### src/rtl/tick_sync_receiver.sv
// Multi-channel toggle-to-tick receiver: synchronises foreign-domain toggles and
// queues ticks per channel. Define TICK_SYNC_RECEIVER_OVERFLOW_EN for sticky overflow flags.

module tick_sync_lane #(
  parameter int SYNC_STAGES = 2,
  parameter int COUNT_WIDTH = 3
) (
  input  logic                   clock,
  input  logic                   reset,
  input  logic                   toggle,
  input  logic                   ready,
  input  logic                   clear,
  output logic                   tick,
  output logic                   ack,
  output logic [COUNT_WIDTH-1:0] count,
  output logic                   overflow
);
  logic [SYNC_STAGES-1:0] sync;
  logic                   hist;
  logic                   tick_edge;
  logic                   full;

  assign tick_edge = sync[SYNC_STAGES-1] ^ hist;
  assign full      = &count;
  assign tick      = (count != '0) & ready;
  assign ack       = hist;

  // Edge and delivery together cancel, so a full counter still accepts that edge.
  always_ff @(posedge clock or posedge reset) begin
    if (reset) begin
      sync  <= '0;
      hist  <= 1'b0;
      count <= '0;
    end else begin
      sync <= {sync[SYNC_STAGES-2:0], toggle};
      hist <= sync[SYNC_STAGES-1];
      if (tick_edge && !tick && !full)
        count <= count + 1'b1;
      else if (!tick_edge && tick)
        count <= count - 1'b1;
    end
  end

`ifdef TICK_SYNC_RECEIVER_OVERFLOW_EN
  logic lost;
  logic ovf_q;

  assign lost     = tick_edge & ~tick & full;
  assign overflow = ovf_q;

  // Set beats clear when both happen in one cycle.
  always_ff @(posedge clock or posedge reset) begin
    if (reset)      ovf_q <= 1'b0;
    else if (lost)  ovf_q <= 1'b1;
    else if (clear) ovf_q <= 1'b0;
  end
`else
  logic unused_clear;
  assign unused_clear = clear;
  assign overflow     = 1'b0;
`endif
endmodule

module tick_sync_receiver #(
  parameter int CHANNELS    = 4,
  parameter int SYNC_STAGES = 2,
  parameter int COUNT_WIDTH = 3
) (
  input  logic                            clock,
  input  logic                            reset,
  input  logic [CHANNELS-1:0]             inToggle,
  input  logic [CHANNELS-1:0]             tickReady,
  input  logic [CHANNELS-1:0]             clearOverflow,
  output logic [CHANNELS-1:0]             outTick,
  output logic [CHANNELS-1:0]             outAck,
  output logic [CHANNELS*COUNT_WIDTH-1:0] pendingCount,
  output logic [CHANNELS-1:0]             overflow
);
  for (genvar n = 0; n < CHANNELS; n++) begin : g_lane
    tick_sync_lane #(
      .SYNC_STAGES(SYNC_STAGES),
      .COUNT_WIDTH(COUNT_WIDTH)
    ) u_lane (
      .clock   (clock),
      .reset   (reset),
      .toggle  (inToggle[n]),
      .ready   (tickReady[n]),
      .clear   (clearOverflow[n]),
      .tick    (outTick[n]),
      .ack     (outAck[n]),
      .count   (pendingCount[n*COUNT_WIDTH +: COUNT_WIDTH]),
      .overflow(overflow[n])
    );
  end
endmodule

### config.mk
export PLATFORM = sky130hd
export DESIGN_NAME = tick_sync_receiver
export DESIGN_NICKNAME = d
export VERILOG_FILES = /design/src/rtl/tick_sync_receiver.sv
export SDC_FILE = /design/constraint.sdc
export NUM_CORES = 1
export LEC_CHECK = 0
export ABC_AREA = 0
export BUFFER_PORTS_ARGS = -buffer_cell sky130_fd_sc_hd__buf_2
export CELL_PAD_IN_SITES_DETAIL_PLACEMENT = 1
export CELL_PAD_IN_SITES_GLOBAL_PLACEMENT = 1
export CORE_MARGIN = 5
export CORE_UTILIZATION = 32
export DETAILED_ROUTE_END_ITERATION = 8
export GPL_TIMING_DRIVEN = 0
export PLACE_DENSITY_LB_ADDON = 0.1
export SLEW_MARGIN = 20
export SYNTH_ARGS = -nofsm -noshare
export SYNTH_HDL_FRONTEND = slang
export SYNTH_HIERARCHICAL = 1
export SYNTH_SLANG_ARGS = --single-unit
export TNS_END_PERCENT = 10
### constraint.sdc
create_clock -name clock -period 2.7 [get_ports clock]
set_input_delay 0.54 -clock clock [delete_from_list [all_inputs] [get_ports clock]]
set_output_delay 0.54 -clock clock [all_outputs]
set_load 0.02 [all_outputs]
### Word level (Yosys, flattened, before mapping)

Index checks and enable logic that the tools add are counted.

* register bits: 24
* latch bits: 0
* memory bits (writable): 0
* memory bits (read-only): 0
* bits of input ports: 14
* output and inout bits: 24
* word-level logic and storage cells: 72
* memories: 0

* $add $sub $neg: 8
* $mul: 0
* divide/modulo/power cells: 0
* magnitude comparators: 0
* eq/ne operators: 0
* shift operators: 0
* muxes and demuxes: 8
* bitwise logic cells: 8
* reduce and logical (&&, ||, !) cells: 36

Operator list (number)
* $mux 3: 8
* $add 3x1->3 const B: 4
* $logic_and 1x1->1: 12
* $logic_not 1->1: 12
* $reduce_and 3->1: 4
* $reduce_bool 3->1: 4
* $sub 3x1->3 const B: 4
* $reduce_bool 2->1: 4
* $and 1x1->1: 4
* $xor 1x1->1: 4

### Longest topological paths before layout

* depth after elaboration: 6
* mapped depth: 9
* depth with buffers taken out: 8

### Hierarchy

Netlist, hierarchy kept.

Modules (own cells, without submodules)
* tick_sync_lane: instances 4, cells an instance 55, area an instance 449.2 sq um, sequential area each 150.1 sq um

### Worst setup path before layout

No wires, ideal clock.

* kind: register to register
* from: register g_lane[0].u_lane.count[0]
* to: register g_lane[0].u_lane.count[1]
* library setup time: 0.132 ns
* arrival: 2.071 ns
* data required time: 2.568 ns
* path slack: 0.498 ns
* cell stages (with the launch flop): 10
* path buffers: 1
* period minus slack after synthesis: 2.202 ns
* path through: dfrtp_1 > clkbuf_1 > o21ai_0 > a21oi_1 > or2_2 > fa_1 > nand3_1 > nor2_1 > a31oi_1 > nand4_1

* cells in the longest elaborated chain, start to end: 6
* elaborated cells between the ends (all ways): 13
* those cells by class: add/sub (2); mux (2); bitwise (1); reduce/logical (8)

Ends and longest elaborated chain
* start, declared: line 15 `output logic [COUNT_WIDTH-1:0] count,`
* start signal, assigned: line 38 `count <= count + 1'b1;`
* start signal, assigned: line 40 `count <= count - 1'b1;`
* branches (longest 6 deep; another with $sub 3x1->3)

Several ways; the timed one is not identified. The select of a mux whose other input is x is not followed.
A chain may end at the register's enable or synchronous reset.

### Worst setup path in the final report

* from: register g_lane[2].u_lane.count[0]
* to: register g_lane[2].u_lane.count[2]

* cells in the longest elaborated chain, start to end: 6
* elaborated cells between the ends (all ways): 13
* those cells by class: add/sub (2); mux (2); bitwise (1); reduce/logical (8)

Ends and longest elaborated chain (line)
* start, declared: 15
* start signal, assigned: 38
* start signal, assigned: 40
* branches (longest 6 deep; another with $sub 3x1->3)

Several ways; the timed one is not identified. The select of a mux whose other input is x is not followed.

==> summary.txt <==
static leakage - 0.0008879 uW
1st-iter DRT viols - 22
htree depth - 1
Post-route DRC - 0
CP Data Required Time - 2.86 ns
worst clock skew - 0.002108 ns
cell count after synthesis - 220
FMAX - 0.4067 GHz
synthesized area per cell - 8.167 sq um
drt via density - 5.165
Final Max Tran Viols - 0
Syn Nets - 238
Int Power - 1133 uW
count of final setup violators - 0
Post-Route WL - 4.459 mm
DIE WIDTH - 84.93 um
kind of critical path - reg2reg
fin crit share - 0.9106
sw frac - 0.4685
Layout area overhead - 15.95%
vias in the first global route - 1645
Final Power - 2131 uW
max_cap viols - 0
Async S/R FF share, synth - 1.000
Seq pwr share - 0.265
final-report hold violation count - 0
Nets - 268
pin count of the biggest net entering global routing - 15
crit path time final - 2.459 ns
library cells used by synthesis - 30
Post-synth top flop - dfrtp_1
post-synthesis sequential area ratio - 0.3343
status - completed
FF+latch count, synth - 24
input/output buffers - 25
Synth Warn # - 6
Synth Cell Area - 0.001797 sq mm
vias - 1658
die area - 0.007213 sq mm
register area - 600.6 sq um
Min-Delay Path Class - in2async
Overall Global Routing Usage - 0.1246
clock tree root driver cell - clkbuf_8
crit start category - flop
gpl congestion - 0.7288
Core ar. - 0.005473 sq mm
sum of negative setup slack - 0 ns
DP HPWL - 3.381 mm
# rows - 27
maximum clock path buffer count - 2
# IOs - 38
share of cells above drive strength 1 - 0.2129
TritonCTS Sinks - 24
Comb pwr share - 0.589
first-pass GRT wire length - 7.679 mm
CP max-delay cell - dfrtp_1
CP Cell Sequence - clkbuf_1 -> o21ai_0 -> a21oi_1 -> or2_2 -> fa_1 -> nor4b_1 -> o21ai_0 -> o211ai_1
Worst Path Max Fanout - 10
Final Util - 0.3807
Clk pwr share - 0.146
Clk Latency, worst-skew pair - 0.26 ns
Wirelength per Cell - 13.89 um
number of fill cells - 694
kind of cell adding the most delay to the critical path - compound AO/OA/AOI/OAI gates
Post-synth EDFFs - 0
DR pass1 iterations - 4
Pwr Density - 1023 mW/mm^2
cts hold-fix bufs - 0
starting density of the core - 0.3283
antenna violations before repair - 0
Die Height - 84.93 um
TritonCTS Buffers - 3
clk slew on worst S/H paths - 0.08 ns
Final ANT Viol Nets - 0
worst vdd ir - 0.4263 mV
NetSw - 998.3 uW
gr ovfl total - 0
CTS tree - done
CP bufs+invs - 1
WP data arrival - 2.62 ns
area used by multi-input combinational logic - 0.001001 sq mm
RSZ-0062 raised after global routing - false
critical path's largest stage delay - 0.45 ns
Crit path top cell by count - o21ai_0
crit end category - flop
# diodes - 0
timing repair:
item,CTS,global route
setup endpoints to repair,0,1
endpoints found under the hold margin,0,0
setup buffers,0,0
gates resized for setup,0,1
path summary, 6_finish.rpt:
path,start,end,slack (ns),cells past startpoint
setup / recovery,g_lane[2].u_lane/count[0]$_DFFE_PP0P_,g_lane[2].u_lane/count[2]$_DFFE_PP0P_,0.24,8
hold / removal,reset,g_lane[2].u_lane/count[1]$_DFFE_PP0P_,0.21,2
setup reg to reg,g_lane[2].u_lane/count[0]$_DFFE_PP0P_,g_lane[2].u_lane/count[2]$_DFFE_PP0P_,0.24,8
hold reg to reg,g_lane[3].u_lane/sync[0]$_DFF_PP0_,g_lane[3].u_lane/sync[1]$_DFF_PP0_,0.35,0
max in group asynchronous,reset,g_lane[3].u_lane/count[2]$_DFFE_PP0P_,2.27,2
min in group clock,g_lane[3].u_lane/sync[0]$_DFF_PP0_,g_lane[3].u_lane/sync[1]$_DFF_PP0_,0.35,0
cell type report:
cell class	instances	area share
multi-input cells	156	0.4805
flip-flops and latches	24	0.2883
plain buffers	28	0.07207
repair buffers	25	0.06006
well taps	72	0.04324
inverters	12	0.02162
clock buffers	3	0.01982
clock inverters	1	0.01441
cells in the final DEF (no fill, tap or decap), types with 8 or more instances in the layout:
cell,instances
buf_2,37
xnor2_1,8
clkbuf_1,8
nor2_1,20
buf_4,8
a21oi_1,12
o21ai_0,15
nand2_1,12
dfrtp_1,24
inv_1,12
nand3_1,12
metrics by stage:
step	std cells	area (sq um)	setup slack, ns	hold slack, ns
floorplan	220	1797	0.4977	0.3310
global placement	317	2012	0.3237	0.3313
detailed placement	317	2012	0.2696	0.3363
CTS	321	2083	0.2466	0.2223
global route	321	2083	0.003529	0.2359
finish	321	2083	0.2414	0.2107
synthesized netlist by cell type (8+ instances only):
| library cell | instances | area [sq um] |
|---|---|---|
| a21oi_1 | 12 | 60.06 |
| buf_2 | 12 | 60.06 |
| buf_4 | 8 | 60.06 |
| clkbuf_1 | 8 | 30.03 |
| dfrtp_1 | 24 | 600.6 |
| inv_1 | 12 | 45.04 |
| nand2_1 | 12 | 45.04 |
| nand3_1 | 12 | 60.06 |
| nor2_1 | 20 | 75.07 |
| o21ai_0 | 16 | 80.08 |
| xnor2_1 | 8 | 70.07 |
cells by family (layout without fill, tap and decap cells):
logic type / Yosys count / in the layout / synth area share
AO/OA/AOI/OAI: 68 / 68 / 0.2535
AND/OR/NAND/NOR: 68 / 68 / 0.1922
buffers and inverters: 40 / 69 / 0.1086
flip-flops: 24 / 24 / 0.3343
XOR/XNOR: 12 / 12 / 0.05850
adder cells (fa/ha/maj): 4 / 4 / 0.04457
other: 4 / 4 / 0.008354
power groups by stage:
stage | clock [uW] | sequential [uW] | combinational, uW
after floorplan | 0 | 659 | 834
after global placement | 0 | 573 | 1240
after detailed placement | 0 | 575 | 1250
after CTS | 321 | 569 | 1260
after global routing | 337 | 591 | 1390
final | 311 | 565 | 1260
per-layer routing:
| metal | up-vias | track usage | routed length (um) |
|---|---|---|---|
| li1 | 833 | - | - |
| met2 | 23 | 0.2021 | 2048 |
| met5 | - | 0 | 0 |
| met3 | 2 | 0.01553 | 146 |
| met4 | 0 | 0.02590 | 17 |
| met1 | 800 | 0.1779 | 2246 |
flip-flops by register name (all words and copies together), names as in the netlist:
name / flops
g_lane.u_lane/count: 12
g_lane.u_lane/ack: 4
g_lane.u_lane/sync: 8
Power figures use the tool's default switching activity.
